===== config.mk =====
export PLATFORM = sky130hd
export DESIGN_NAME = seg_scan_ctrl
export DESIGN_NICKNAME = d
export VERILOG_FILES = /design/src/rtl/seg_pkg.sv /design/src/rtl/seg_decoder.sv /design/src/rtl/seg_scan_ctrl.sv
export SDC_FILE = /design/constraint.sdc
export NUM_CORES = 1
export LEC_CHECK = 0
export CORE_MARGIN = 1
export CORE_UTILIZATION = 61
export CTS_BUF_LIST = sky130_fd_sc_hd__clkbuf_8
export CTS_CLUSTER_SIZE = 24
export DETAILED_ROUTE_END_ITERATION = 7
export PLACE_DENSITY = 0.85
export SYNTH_ARGS = -nofsm -noshare
export SYNTH_HDL_FRONTEND = slang
export SYNTH_SLANG_ARGS = --single-unit

===== constraint.sdc =====
create_clock -name clk -period 5.1 [get_ports clk]
set_clock_uncertainty 0.2 [all_clocks]
set_input_delay 1.53 -clock clk [delete_from_list [all_inputs] [get_ports clk]]
set_output_delay 1.53 -clock clk [all_outputs]
set_load 0.02 [all_outputs]

===== src/rtl/seg_pkg.sv =====
// Shared types and constants for the seven-segment scan controller.
// Segment codes are active-low, bit 0 = a through bit 6 = g.
package seg_pkg;

  localparam int NUM_DIGITS = 4;

  typedef enum logic {
    BLANK = 1'b0,
    DRIVE = 1'b1
  } scan_state_t;

  localparam logic [6:0] SEG_CODES [0:15] = '{
    7'h40, 7'h79, 7'h24, 7'h30, 7'h19, 7'h12, 7'h02, 7'h78,
    7'h00, 7'h10, 7'h08, 7'h03, 7'h46, 7'h21, 7'h06, 7'h0E
  };

endpackage


===== src/rtl/seg_decoder.sv =====
// Hex nibble to active-low seven-segment decoder.
// The blank input forces all segments off.
module seg_decoder
  import seg_pkg::*;
(
  input  logic [3:0] i_nibble,
  input  logic       i_blank,
  output logic [6:0] o_seg
);

  always_comb begin
    o_seg = SEG_CODES[i_nibble];
    if (i_blank) o_seg = 7'h7F;
  end

endmodule


===== src/rtl/seg_scan_ctrl.sv =====
// Four-digit common-anode scan controller with dead-time blanking and
// frame-aligned commit of new display values through a valid/ready handshake.
module seg_scan_ctrl
  import seg_pkg::*;
#(
  parameter int REFRESH_DIV  = 100000,
  parameter int BLANK_CYCLES = 1000
) (
  input  logic        clk,
  input  logic        reset_n,
  input  logic        load_valid,
  output logic        load_ready,
  input  logic [15:0] digits_in,
  input  logic [3:0]  dp_in,
  input  logic        blank_lz,
  output logic [6:0]  segmentDisplay,
  output logic [3:0]  an,
  output logic        dp,
  output logic        frame_start
);

  localparam int            CW         = $clog2(REFRESH_DIV);
  localparam logic [CW-1:0] BLANK_LAST = CW'(BLANK_CYCLES - 1);
  localparam logic [CW-1:0] DRIVE_LAST = CW'(REFRESH_DIV - BLANK_CYCLES - 1);

  scan_state_t                  r_state_p0, w_state_nxt;
  logic [CW-1:0]                r_cnt_p0, w_cnt_nxt;
  logic [1:0]                   r_idx_p0, w_idx_nxt;
  logic                         w_frame_end_p0;

  logic [4*NUM_DIGITS-1:0]      r_disp_dig, r_pend_dig;
  logic [NUM_DIGITS-1:0]        r_disp_dp, r_pend_dp;
  logic                         r_disp_lz, r_pend_lz;
  logic                         r_pend_full;
  logic                         w_xfer;

  logic [3:0]                   w_nibble;
  logic [NUM_DIGITS-1:0]        w_lzmask;
  logic [6:0]                   w_seg;

  logic [3:0]                   r_an_p1;
  logic [6:0]                   r_seg_p1;
  logic                         r_dp_p1;
  logic                         r_fs_p1;
  logic                         r_fend_p1;

  // Stage p0: slot position of the cycle about to be shown on the pins
  always_ff @(posedge clk or negedge reset_n) begin
    if (!reset_n) begin
      r_state_p0 <= BLANK;
      r_cnt_p0   <= '0;
      r_idx_p0   <= '0;
    end else begin
      r_state_p0 <= w_state_nxt;
      r_cnt_p0   <= w_cnt_nxt;
      r_idx_p0   <= w_idx_nxt;
    end
  end

  always_comb begin
    w_state_nxt    = r_state_p0;
    w_cnt_nxt      = r_cnt_p0 + CW'(1);
    w_idx_nxt      = r_idx_p0;
    w_frame_end_p0 = 1'b0;
    case (r_state_p0)
      BLANK: begin
        if (r_cnt_p0 == BLANK_LAST) begin
          w_state_nxt = DRIVE;
          w_cnt_nxt   = '0;
        end
      end
      DRIVE: begin
        if (r_cnt_p0 == DRIVE_LAST) begin
          w_state_nxt    = BLANK;
          w_cnt_nxt      = '0;
          w_idx_nxt      = r_idx_p0 + 2'd1;
          w_frame_end_p0 = (r_idx_p0 == 2'd3);
        end
      end
      default: begin
        w_state_nxt = BLANK;
        w_cnt_nxt   = '0;
      end
    endcase
  end

  assign w_lzmask[3] = r_disp_lz && (r_disp_dig[15:12] == 4'h0);
  assign w_lzmask[2] = w_lzmask[3] && (r_disp_dig[11:8] == 4'h0);
  assign w_lzmask[1] = w_lzmask[2] && (r_disp_dig[7:4] == 4'h0);
  assign w_lzmask[0] = 1'b0;
  assign w_nibble    = r_disp_dig[{r_idx_p0, 2'b00} +: 4];

  seg_decoder u_dec (
    .i_nibble (w_nibble),
    .i_blank  (w_lzmask[r_idx_p0]),
    .o_seg    (w_seg)
  );

  // Stage p1: registered pin drivers
  always_ff @(posedge clk or negedge reset_n) begin
    if (!reset_n) begin
      r_an_p1   <= 4'hF;
      r_seg_p1  <= 7'h7F;
      r_dp_p1   <= 1'b1;
      r_fs_p1   <= 1'b0;
      r_fend_p1 <= 1'b0;
    end else begin
      r_fs_p1   <= (r_state_p0 == BLANK) && (r_cnt_p0 == '0) && (r_idx_p0 == 2'd0);
      r_fend_p1 <= w_frame_end_p0;
      if (r_state_p0 == DRIVE) begin
        r_an_p1  <= ~(4'b0001 << r_idx_p0);
        r_seg_p1 <= w_seg;
        r_dp_p1  <= ~r_disp_dp[r_idx_p0];
      end else begin
        r_an_p1  <= 4'hF;
        r_seg_p1 <= 7'h7F;
        r_dp_p1  <= 1'b1;
      end
    end
  end

  // r_fend_p1 marks the cycle showing the last drive cycle of digit 3
  assign w_xfer = load_valid && !r_pend_full;

  always_ff @(posedge clk or negedge reset_n) begin
    if (!reset_n) begin
      r_pend_full <= 1'b0;
      r_disp_dig  <= '0;
      r_disp_dp   <= '0;
      r_disp_lz   <= 1'b0;
    end else if (r_fend_p1 && r_pend_full) begin
      r_pend_full <= 1'b0;
      r_disp_dig  <= r_pend_dig;
      r_disp_dp   <= r_pend_dp;
      r_disp_lz   <= r_pend_lz;
    end else if (w_xfer) begin
      r_pend_full <= 1'b1;
    end
  end

  always_ff @(posedge clk) begin
    if (w_xfer) begin
      r_pend_dig <= digits_in;
      r_pend_dp  <= dp_in;
      r_pend_lz  <= blank_lz;
    end
  end

  assign load_ready     = !r_pend_full;
  assign an             = r_an_p1;
  assign segmentDisplay = r_seg_p1;
  assign dp             = r_dp_p1;
  assign frame_start    = r_fs_p1;

endmodule


### Word-level counts from Yosys, hierarchy flattened

Memory sizes are Yosys's and may differ from the RTL's.
Cells that the tools add are included.

* input bits: 24
* ROM bits: 112
* memories: 1
* register bits after elaboration: 77

Memory list
* (name not given): depth 16, width 7, read ports 1, clocked after Yosys merged registers in 0, wr ports 0, RTL line seg_decoder.sv:12 `o_seg = SEG_CODES[i_nibble];`

* equality and inequality tests: 3
* $lt $le $gt $ge: 2
* multiplexer cells: 20
* bitwise logic cells: 4
* shift-type cells: 2
* add/sub/neg operators: 2
* reductions and logical operators: 15

Operators with widths (number)
* $mux 17: 2
* $pmux 17 s2: 1
* $mux 7: 4
* $add 17x1->17 const B: 1
* $eq 17x10->1 const B: 1
* $eq 17x17->1 const B: 1
* $logic_not 17->1: 1
* $shiftx 16x5->4: 1
* $logic_not 4->1: 3
* $mux 1: 9
* $logic_and 1x1->1: 7
* $ge 5x5->1 const B: 1
* $not 4->5: 1
* $bmux 1 s2: 2
* $mux 4: 1
* $not 4->4: 1
* $shl 1x2->4 const A: 1
* $lt 2x3->1 const B: 1
* $add 2x1->2 const B: 1
* $eq 2x2->1 const B: 1
* $logic_not 2->1: 1
* $not 1->1: 2
* $pmux 1 s2: 1
* $reduce_and 2->1: 1
* 2 further kinds: 2

### Longest topological paths before layout

* depth after elaboration: 8
* mapped depth: 9
* depth with buffers taken out: 7

### By module

From an unflattened synthesis, not the netlist that was laid out.

* cell total of the unflattened synthesis: 261
* area total of the unflattened synthesis: 3388.2 um^2

Modules (own cells, without submodules)
* seg_scan_ctrl: area an instance 3114.2 um^2, cells each 222, times used 1, seq. area each 2047.0 um^2
* seg_decoder: area an instance 274.0 um^2, cells each 39, times used 1, seq. area each 0.0 um^2

### Worst setup path before layout

No wires, ideal clock.

* kind: input -> register
* start: input load_valid
* end: register r_pend_dig[0] (enable)
* slack: 1.991 ns
* stages on the path: 1
* arrival: 2.508 ns
* buffers on the path: 0
* setup time: 0.401 ns
* path through: nor2b_1

* cells in the longest elaborated chain, start to end: 1

RTL lines
* start, declared: RTL line seg_scan_ctrl.sv:11 `input logic load_valid,`
* $logic_and 1x1->1: RTL line seg_scan_ctrl.sv:123 `assign w_xfer = load_valid && !r_pend_full;`
* end signal, assigned: RTL line seg_scan_ctrl.sv:143 `r_pend_dig <= digits_in;`
* end, declared: RTL line seg_scan_ctrl.sv:31 `logic [4*NUM_DIGITS-1:0] r_disp_dig, r_pend_dig;`

Every way passes these cells.
A chain may end at the register's enable or synchronous reset.

### Final worst setup path

* start: register r_seg_p1[1] (netlist: segmentDisplay[1])
* end: output segmentDisplay[1]

RTL lines
* start, declared: RTL line seg_scan_ctrl.sv:42 `logic [6:0] r_seg_p1;`
* start signal, assigned: RTL line seg_scan_ctrl.sv:112 `r_seg_p1 <= w_seg;`
* end, declared: RTL line seg_scan_ctrl.sv:16 `output logic [6:0] segmentDisplay,`

No word-level cell between the ends.

==> results by group <==
Pwr
  • Cell internal pwr: 876 µW
  • Clk network pwr share: 40.8%
  • Fraction of power spent switching nets: 21.4%
  • Total power draw: 1.11 mW
  • Max IR drop VDD: 250 µV
  • Net switching power: 238 µW
  • Flop pwr share: 56.9%
  • Total power divided by cell area: 275 nW/µm²
  • Combinational fraction of design power: 2.3%
  • Static Leak: 1.71 nW

Synthesis
  • Main area contributors after synthesis: dfrtp_1, edfxtp_1, dfstp_2
  • Number of enable flip-flop cells after synthesis: 21
  • Ys async rst share: 72.7%
  • Largest area contributor in the netlist: dfrtp_1
  • Netlist cell types: 43
  • Post-synthesis sequential area ratio: 59.8%
  • Flip-flop and latch count after synthesis: 77
  • Post-Syn Nets: 294
  • Share of the synthesized area in the top cell type: 32.2%
  • Synthesized cell area: 3420 µm²
  • Most instantiated flip-flop cell in the synthesis netlist: dfrtp_1
  • Synth warn: 0
  • Count of mapped cells out of synthesis: 258
  • Mean Syn Cell Area: 13.3 µm²

Placement
  • Number of input and output port buffers inserted: 37
  • Number of instances in the placed design: 359
  • Half-perimeter wire length of the detailed placement result: 4.03 mm
  • Last weighted congestion value of the routability-driven placer: 0.809

Worst setup path
  • Critical path's largest stage delay: 0.61 ns
  • Required arrival time at the worst endpoint: 3.37 ns
  • WP buf/inv: 1
  • Category of cells accounting for the largest share of critical-path delay: buffers and inverters
  • Cell with the biggest individual delay on the critical path: clkdlybuf4s50_1
  • Arrival time of data at the critical path endpoint: 1.48 ns
  • Startpoint types: register
  • Maximum fanout along the worst path: 1
  • Worst Setup Path Type: register to primary output
  • Kind of end point of the critical path: primary output
  • Cell-by-cell trace of the critical path: clkdlybuf4s50_1

Timing
  • Highest clock rate: 311 MHz
  • Setup repair after global routing missed its margin: no
  • Final Hold Viols: 0
  • WHS: 0.280 ns
  • Sum of negative setup slack: 0 ns
  • Final setup violation count: 0
  • Relative slew margins: 39.3%
  • Post-route fraction of the period consumed by the critical path: 63.0%
  • Slew at the pin closest to its max-slew limit: 0.909 ns
  • Clock period minus worst slack: 3.21 ns
  • Final Max Slew Viols: 0

Cells and area
  • Area Growth Syn to Fin: 18.3%
  • Share of final-layout standard cells stronger than drive strength 1: 22.0%
  • Number of fill cells in the layout: 353
  • N_diodes: 0
  • Final instance count without filler cells: 375
  • Final #Nets: 336
  • Most used cells in the layout excluding fill and tap cells: dfrtp_1, clkdlybuf4s50_1, mux2_2, edfxtp_1, nor2_1
  • Leading cell type in the layout, fill and taps excluded: dfrtp_1

Clock network
  • Clock slew at the register clock pins of the worst setup and hold paths: 0.08 ns
  • Clock root buffer master: clkbuf_8
  • Inserted Clock Buffers: 9
  • Number of buffers on the longest clock path: 2
  • Hold bufs inserted after CTS: 0
  • Worst-skew pair later-pin latency: 0.34 ns
  • # H-tree levels: 3
  • TritonCTS sink count: 77
  • Post-CTS resize count: 0
  • Post-CTS Repair Setup Buffers: 0
  • CTS tree: done

Drt
  • Number of remaining DRC errors: 0
  • Initial drt markers: 147
  • Detailed-route via count: 2099
  • Antenna-violating nets left: 0
  • Via density per instance: 5.60
  • Wirelength, routed: 5.73 mm
  • Final routed wire length divided by cell count: 15.3 µm
  • Drt pass-1 iters: 4

Die
  • Die Width: 76.9 µm
  • Top-level I/O count: 38
  • Initial core utilization: 65.0%
  • Vertical extent of the die: 76.9 µm
  • Die Footprint: 5920 µm²
  • Site row count: 26
  • Placeable Area: 5270 µm²

GRT
  • Number of global-route vias before repair: 2153
  • Maximum number of pins on one net before global-route repair: 31
  • Total routing resource utilization after global routing: 22.7%
  • Total overflow reported by the global router: 0
  • Initial antenna violation count: 0
  • First-pass GRT wire length: 10.1 mm

Worst hold path
  • Path type of the worst min-delay path: register to register

Flow run
  • Max-cap violation count: 0

Run status
  • Status: finished clean
==> per-layer routing <==
metal | share of wire, % | up-vias | routed length [µm] | GRT usage, %
met5 | 0 | - | 0 | 0
met4 | 2.0 | 0 | 113 | 9.42
met3 | 4.4 | 13 | 255 | 6.43
met2 | 48 | 58 | 2760 | 35.7
met1 | 45 | 1030 | 2600 | 29.6
li1 | - | 998 | - | -
==> cell families (layout without fill, tap and decap cells) <==
kind of cell | count (synthesis) | in the layout | share of synthesized area (%)
mux | 35 | 35 | 12.7
fa+ha+maj | 12 | 12 | 4.38
buf+inv | 23 | 70 | 2.89
xor+xnor | 20 | 20 | 5.12
simple gates | 74 | 74 | 11.7
compound gates | 17 | 17 | 3.51
flops | 77 | 77 | 59.8
==> synth_stat cells (4+ instances only) <==
| cell type | count |
|---|---|
| buf_2 | 4 |
| dfrtp_1 | 44 |
| dfstp_2 | 12 |
| edfxtp_1 | 21 |
| ha_1 | 12 |
| inv_1 | 15 |
| mux2_2 | 23 |
| mux2i_1 | 7 |
| mux4_2 | 4 |
| nand2_1 | 18 |
| nand3_1 | 9 |
| nor2_1 | 19 |
| nor4_1 | 5 |
| o221ai_1 | 4 |
| xnor2_1 | 14 |
| xor2_1 | 6 |
==> state kept, by name, indices dropped and copies added, names as in the netlist, 2 cells and up <==
signal,cells
an,4
r_cnt_p0,17
segmentDisplay,7
r_disp_dp,4
r_disp_dig,16
r_pend_dig,16
r_pend_dp,4
r_idx_p0,2
==> cell type report <==
class                      count  area, µm²  area share (%)
clock buffer                   9        124            3.06
clock inverter                 7       76.3            1.88
inverter                      15       56.3            1.39
multi-input combinational    158       1280            31.6
sequential                    77       2050            50.5
tap                           70       87.6            2.16
timing repair buffer          39        380            9.39
==> metrics by stage <==
| step | setup WS [ns] | instance area (µm²) | util [%] |
|---|---|---|---|
| 2_1_floorplan | 1.99 | 3420 | - |
| 5_1_grt | 1.86 | 4050 | 76.9 |
| 3_5_place_dp | 2.16 | 3850 | 73.1 |
| 6_report | 1.89 | 4050 | 76.9 |
| 3_3_place_gp | 2.18 | 3850 | 73.1 |
| 4_1_cts | 1.88 | 4050 | 76.9 |
==> power groups by stage <==
stage | Clock, mW | Combinational [mW] | Sequential [mW]
2_1_floorplan | 0 | 0.000106 | 0.646
6_report | 0.455 | 0.0257 | 0.634
3_5_place_dp | 0 | 0.0265 | 0.646
5_1_grt | 0.493 | 0.0288 | 0.634
4_1_cts | 0.464 | 0.0265 | 0.634
3_3_place_gp | 0 | 0.0258 | 0.646
==> final timing paths <==
| path | to | from | depth (start not counted) | slack [ns] |
|---|---|---|---|---|
| hold / removal | r_disp_lz | r_pend_lz | 1 | 0.28 |
| hold reg to reg | r_disp_lz | r_pend_lz | 1 | 0.28 |
| setup / recovery | segmentDisplay[1] | segmentDisplay[1] | 1 | 1.89 |
| min in group asynchronous | r_disp_dig[2] | reset_n | 1 | 0.98 |
| setup reg to reg | segmentDisplay[0] | r_idx_p0[0] | 6 | 2.62 |
| max in group asynchronous | dp | reset_n | 2 | 2.89 |
(Power assumes the default switching activity.)
